[src/rtl/sram_axi_bridge.sv]
// Bridges the CPU fetch and load/store request ports onto one AXI-style master
// with a fixed-priority arbiter and a single transaction in flight.
module sram_axi_bridge #(
  parameter bit DATA_PRIORITY = 1'b1
) (
  input  logic        clk,
  input  logic        rst,
  input  logic        inst_req,
  input  logic [31:0] inst_addr,
  output logic [31:0] inst_rdata,
  output logic        inst_ok,
  input  logic        data_req,
  input  logic [3:0]  data_wen,
  input  logic [31:0] data_addr,
  input  logic [31:0] data_wdata,
  output logic [31:0] data_rdata,
  output logic        data_ok,
  output logic [31:0] araddr,
  output logic        arvalid,
  input  logic        arready,
  input  logic [31:0] rdata,
  input  logic        rvalid,
  output logic        rready,
  output logic [31:0] awaddr,
  output logic        awvalid,
  input  logic        awready,
  output logic [31:0] wdata,
  output logic [3:0]  wstrb,
  output logic        wvalid,
  input  logic        wready,
  input  logic        bvalid,
  output logic        bready
);

  typedef enum logic [2:0] {IDLE, AR, R, W, B, RESP} state_t;

  state_t      state, state_next;
  logic        owner_data;
  logic        aw_done, w_done;
  logic [31:0] addr_q, wdata_q;
  logic [3:0]  wen_q;
  logic        pick_data, any_req, aw_hs, w_hs;

  assign any_req   = inst_req || data_req;
  assign pick_data = data_req && (!inst_req || DATA_PRIORITY);
  assign aw_hs     = awvalid && awready;
  assign w_hs      = wvalid && wready;

  assign araddr = addr_q;
  assign awaddr = addr_q;
  assign wdata  = wdata_q;
  assign wstrb  = wen_q;

  always_ff @(posedge clk or posedge rst) begin
    if (rst) state <= IDLE;
    else     state <= state_next;
  end

  always_comb begin
    state_next = state;
    case (state)
      IDLE: if (any_req) state_next = (pick_data && data_wen != 4'd0) ? W : AR;
      AR:   if (arvalid && arready) state_next = R;
      R:    if (rready && rvalid) state_next = RESP;
      W:    if ((aw_done || aw_hs) && (w_done || w_hs)) state_next = B;
      B:    if (bready && bvalid) state_next = RESP;
      RESP: state_next = IDLE;
      default: state_next = IDLE;
    endcase
  end

  // Handshake outputs are flops loaded from the next state, so no bus input
  // reaches a bus output combinationally.
  always_ff @(posedge clk or posedge rst) begin
    if (rst) begin
      arvalid    <= 1'b0;
      rready     <= 1'b0;
      awvalid    <= 1'b0;
      wvalid     <= 1'b0;
      bready     <= 1'b0;
      inst_ok    <= 1'b0;
      data_ok    <= 1'b0;
      aw_done    <= 1'b0;
      w_done     <= 1'b0;
      owner_data <= 1'b0;
      addr_q     <= 32'd0;
      wdata_q    <= 32'd0;
      wen_q      <= 4'd0;
      inst_rdata <= 32'd0;
      data_rdata <= 32'd0;
    end else begin
      arvalid <= (state_next == AR);
      rready  <= (state_next == R);
      bready  <= (state_next == B);
      inst_ok <= (state_next == RESP) && !owner_data;
      data_ok <= (state_next == RESP) && owner_data;

      if (state == IDLE && any_req) begin
        owner_data <= pick_data;
        addr_q     <= pick_data ? data_addr : inst_addr;
        if (pick_data) begin
          wdata_q <= data_wdata;
          wen_q   <= data_wen;
        end
      end

      // Address and data channels of a store complete independently.
      if (state == IDLE) begin
        aw_done <= 1'b0;
        w_done  <= 1'b0;
        awvalid <= (state_next == W);
        wvalid  <= (state_next == W);
      end else begin
        if (aw_hs) begin
          aw_done <= 1'b1;
          awvalid <= 1'b0;
        end
        if (w_hs) begin
          w_done <= 1'b1;
          wvalid <= 1'b0;
        end
      end

      if (state == R && rready && rvalid) begin
        if (owner_data) data_rdata <= rdata;
        else            inst_rdata <= rdata;
      end
    end
  end

endmodule

[config.mk]
export PLATFORM = sky130hd
export DESIGN_NAME = sram_axi_bridge
export DESIGN_NICKNAME = d
export VERILOG_FILES = /design/src/rtl/sram_axi_bridge.sv
export SDC_FILE = /design/constraint.sdc
export NUM_CORES = 1
export LEC_CHECK = 0
export ABC_AREA = 0
export BUFFER_PORTS_ARGS = -buffer_cell sky130_fd_sc_hd__clkbuf_2
export CORE_MARGIN = 2
export CORE_UTILIZATION = 45
export DETAILED_ROUTE_END_ITERATION = 16
export GPL_ROUTABILITY_DRIVEN = 0
export HOLD_SLACK_MARGIN = 0.15
export PLACE_DENSITY = 0.77
export SYNTH_ARGS = -nofsm -noshare
export SYNTH_HDL_FRONTEND = slang
export SYNTH_SLANG_ARGS = --single-unit
[constraint.sdc]
create_clock -name clk -period 7.4 [get_ports clk]
set_input_delay 0.74 -clock clk [delete_from_list [all_inputs] [get_ports clk]]
set_output_delay 0.74 -clock clk [all_outputs]
set_load 0.02 [all_outputs]
==> run_results.csv <==
group,metric,value,unit
status,run_status,"complete, no violations",
final_layout,final_util,61.2,%
placed_design,dp_hpwl,10900,um
logic_synthesis,synth-simple-area-share,4.87,%
setup_path,critPathArrivalTime,2.79,ns
logic_synthesis,ys_seq_area_share,58.6,%
floorplanning,ioPinCount,312,
timing,layout_min_cycle_time,2.49,ns
global_route,grt_max_degree,89,
clock_tree,cts_num_sinks,145,
logic_synthesis,syn_area,6190,um2
setup_path,end_kind,"flop",
min_path,min_path_type,"in -> async",
logic_synthesis,synth_xor_area_share,0,%
pwr,powerDensity,467,nW/um2
logic_synthesis,synthMuxAreaShare,25.3,%
logic_synthesis,synth_top_family_by_area,"multiplexers",
pwr,vdd_drop_max,263,uV
route,num_vias,4376,
final_layout,nets,856,
route,avgViaCountPerCell,4.84,
global_route,antenna_found_initial,0,
final_layout,multiInputGateArea,2120,um2
route,wirelength,14500,um
floorplanning,die_x,121,um
logic_synthesis,synth_fa_ha_area_share,0,%
clock_tree,cts_resized,0,
clock_tree,hold_buffers,0,
logic_synthesis,yosysWarnings,0,
route,wl_per_cell,16.1,um
route,drt_first_iter_violations,221,
global_route,grt_pass1_vias,4537,
setup_path,worstPathRequired,7.70,ns
global_route,grt.overflow.total,0,
clock_tree,root_buffer,"clkbuf_16",
clock_tree,cts.clk_slew.worst_paths,0.06,ns
final_layout,syn2layout_area_growth,31.9,%
floorplanning,initial_core_util,46.4,%
timing,slew_headroom,42.9,%
logic_synthesis,synth_nets,579,
floorplanning,die_area,14700,um2
route,firstDrtPassIters,6,
clock_tree,cts-buffers-inserted,17,
timing,finClkSkew,0.00599,ns
floorplanning,dieHeight,121,um
clock_tree,clk-insertion-delay-late,0.41,ns
logic_synthesis,synth_edf_count,0,
logic_synthesis,yosys_register_bits,145,
final_layout,seqCellArea,3630,um2
clock_tree,cts_buffer_depth,2,
logic_synthesis,yosysMostFrequentCell,"dfrtp_1",
logic_synthesis,syn_avg_cell_area,14.1,um2
setup_path,path_max_fanout,38,
logic_synthesis,synthFlopType,"dfrtp_1",
logic_synthesis,postSynth.asyncResetShare,100,%
global_route,grt_pass1_wl,22400,um
logic_synthesis,synth-compound-area-share,3.76,%
timing,rsz0062_at_grt,"no",
timing,fmax,402,MHz
logic_synthesis,synthTopCellsByArea,"dfrtp_1 (59%), mux2_1 (13%), mux2_4 (7.3%), mux2i_1 (5.3%), buf_4 (4.4%)",
logic_synthesis,ys_types,35,
timing,final_max_slew_viol_count,0,
logic_synthesis,synth_cells,438,
route,drc,0,
run,cap_violations,0,
route,postRouteAntennaNets,0,
final_layout,n_fill_cell,1064,
pwr,power.leakage,4.43,nW
final_layout,diodes,0,
timing,max_slew.worst_pin.slew,0.857,ns
global_route,grt_use_total,19.9,%
clock_tree,cts_tree,"yes",
timing,hold_viol,0,
timing,setup_viol,0,
final_layout,layout-drive-gt1-share,52.7,%
clock_tree,ctsHtreeMaxLevel,4,
placed_design,io_buffer_count,311,
clock_tree,postCtsSetupBuffers,0,
floorplanning,num_rows,42,
logic_synthesis,yosysTopAreaCell,"dfrtp_1",
setup_path,path_class,"in -> reg",
timing,final.setup.tns,0,ns
setup_path,start_kind,"input port",
floorplanning,core,13300,um2
timing,fin_crit_sh,33.6,%
logic_synthesis,synth_commonest_cells,"dfrtp_1 (145), mux2_1 (70), buf_4 (36), nand2_1 (36), o21ai_1 (35)",
pwr,power,0.00381,W
logic_synthesis,synth_top_area_share,58.6,%
routing by layer:
metal | share of wire, % | vias up | track usage (%)
met4 | 2.5 | 0 | 9.63
met2 | 51 | 203 | 34.9
met1 | 39 | 2099 | 22.3
met5 | 0 | - | 0
met3 | 7.5 | 29 | 5.36
li1 | - | 2045 | -
critical path, stage by stage:
cell and delay, ns:
clkbuf_2 0.08, buf_4 0.47, and2_2 0.83, o41ai_1 0.35, and4_1 0.29
cells in the final DEF (no fill, tap or decap), types with 2 or more instances in the layout:
master and n:
bufinv_16 3, dfrtp_1 145, clkinv_2 4, clkinvlp_4 2, clkbuf_2 311, a21oi_1 2
inv_6 2, clkinv_4 3, nand3_1 2, buf_4 4, mux2_1 70, nand2_1 36
mux2i_1 33, nand2b_1 2, o21ai_1 34, nor2_1 5, clkbuf_16 17, nor2b_1 3
mux2_4 30
power by group:
group / internal [W] / switching [W] / total, W
sequential: 0.00115 / 0.000246 / 0.00140
clock: 0.000539 / 0.000325 / 0.000864
combinational: 0.000593 / 0.000962 / 0.00156
logic make-up after synthesis:
family | count (synthesis)
and+or+nand+nor | 58
DFF | 145
AOI/OAI and AO/OA | 43
muxes | 133
buffers and inverters | 59
sequential cells by signal (all words and copies together) (netlist names), 3 cells and up:
name,cells
wdata,32
araddr,32
state,3
wstrb,4
data_rdata,32
inst_rdata,32
through the flow:
step	area [um2]	std cells	hold WS, ns	setup WS (ns)
final	8170	904	0.437	4.91
after global routing	8170	904	0.501	4.73
after CTS	8170	904	0.487	4.93
after detailed placement	7560	872	0.474	4.50
after global placement	7560	872	0.466	4.60
after floorplan	6190	438	0.460	2.77
cell type report:
class                           count  area share, %
Sequential cell                   145           44.4
Clock buffer                       19           5.42
Tap cell                          176           2.70
Inverter                            2          0.153
Timing Repair Buffer              315           19.4
Clock inverter                     13           1.96
Multi-Input combinational cell    234           25.9
path summary, 6_finish.rpt:
check,start,end,slack (ns),cells after the start
worst max-delay path,data_req,arvalid,4.91,5
worst min-delay path,rst,araddr[0],0.44,2
worst min register to register,inst_rdata[30],inst_rdata[30],0.48,1
max in group asynchronous,rst,inst_rdata[26],5.68,3
worst max register to register,state[2],arvalid,5.02,4
min in group clk,inst_rdata[30],inst_rdata[30],0.48,1
Power figures use the tool's default switching activity.
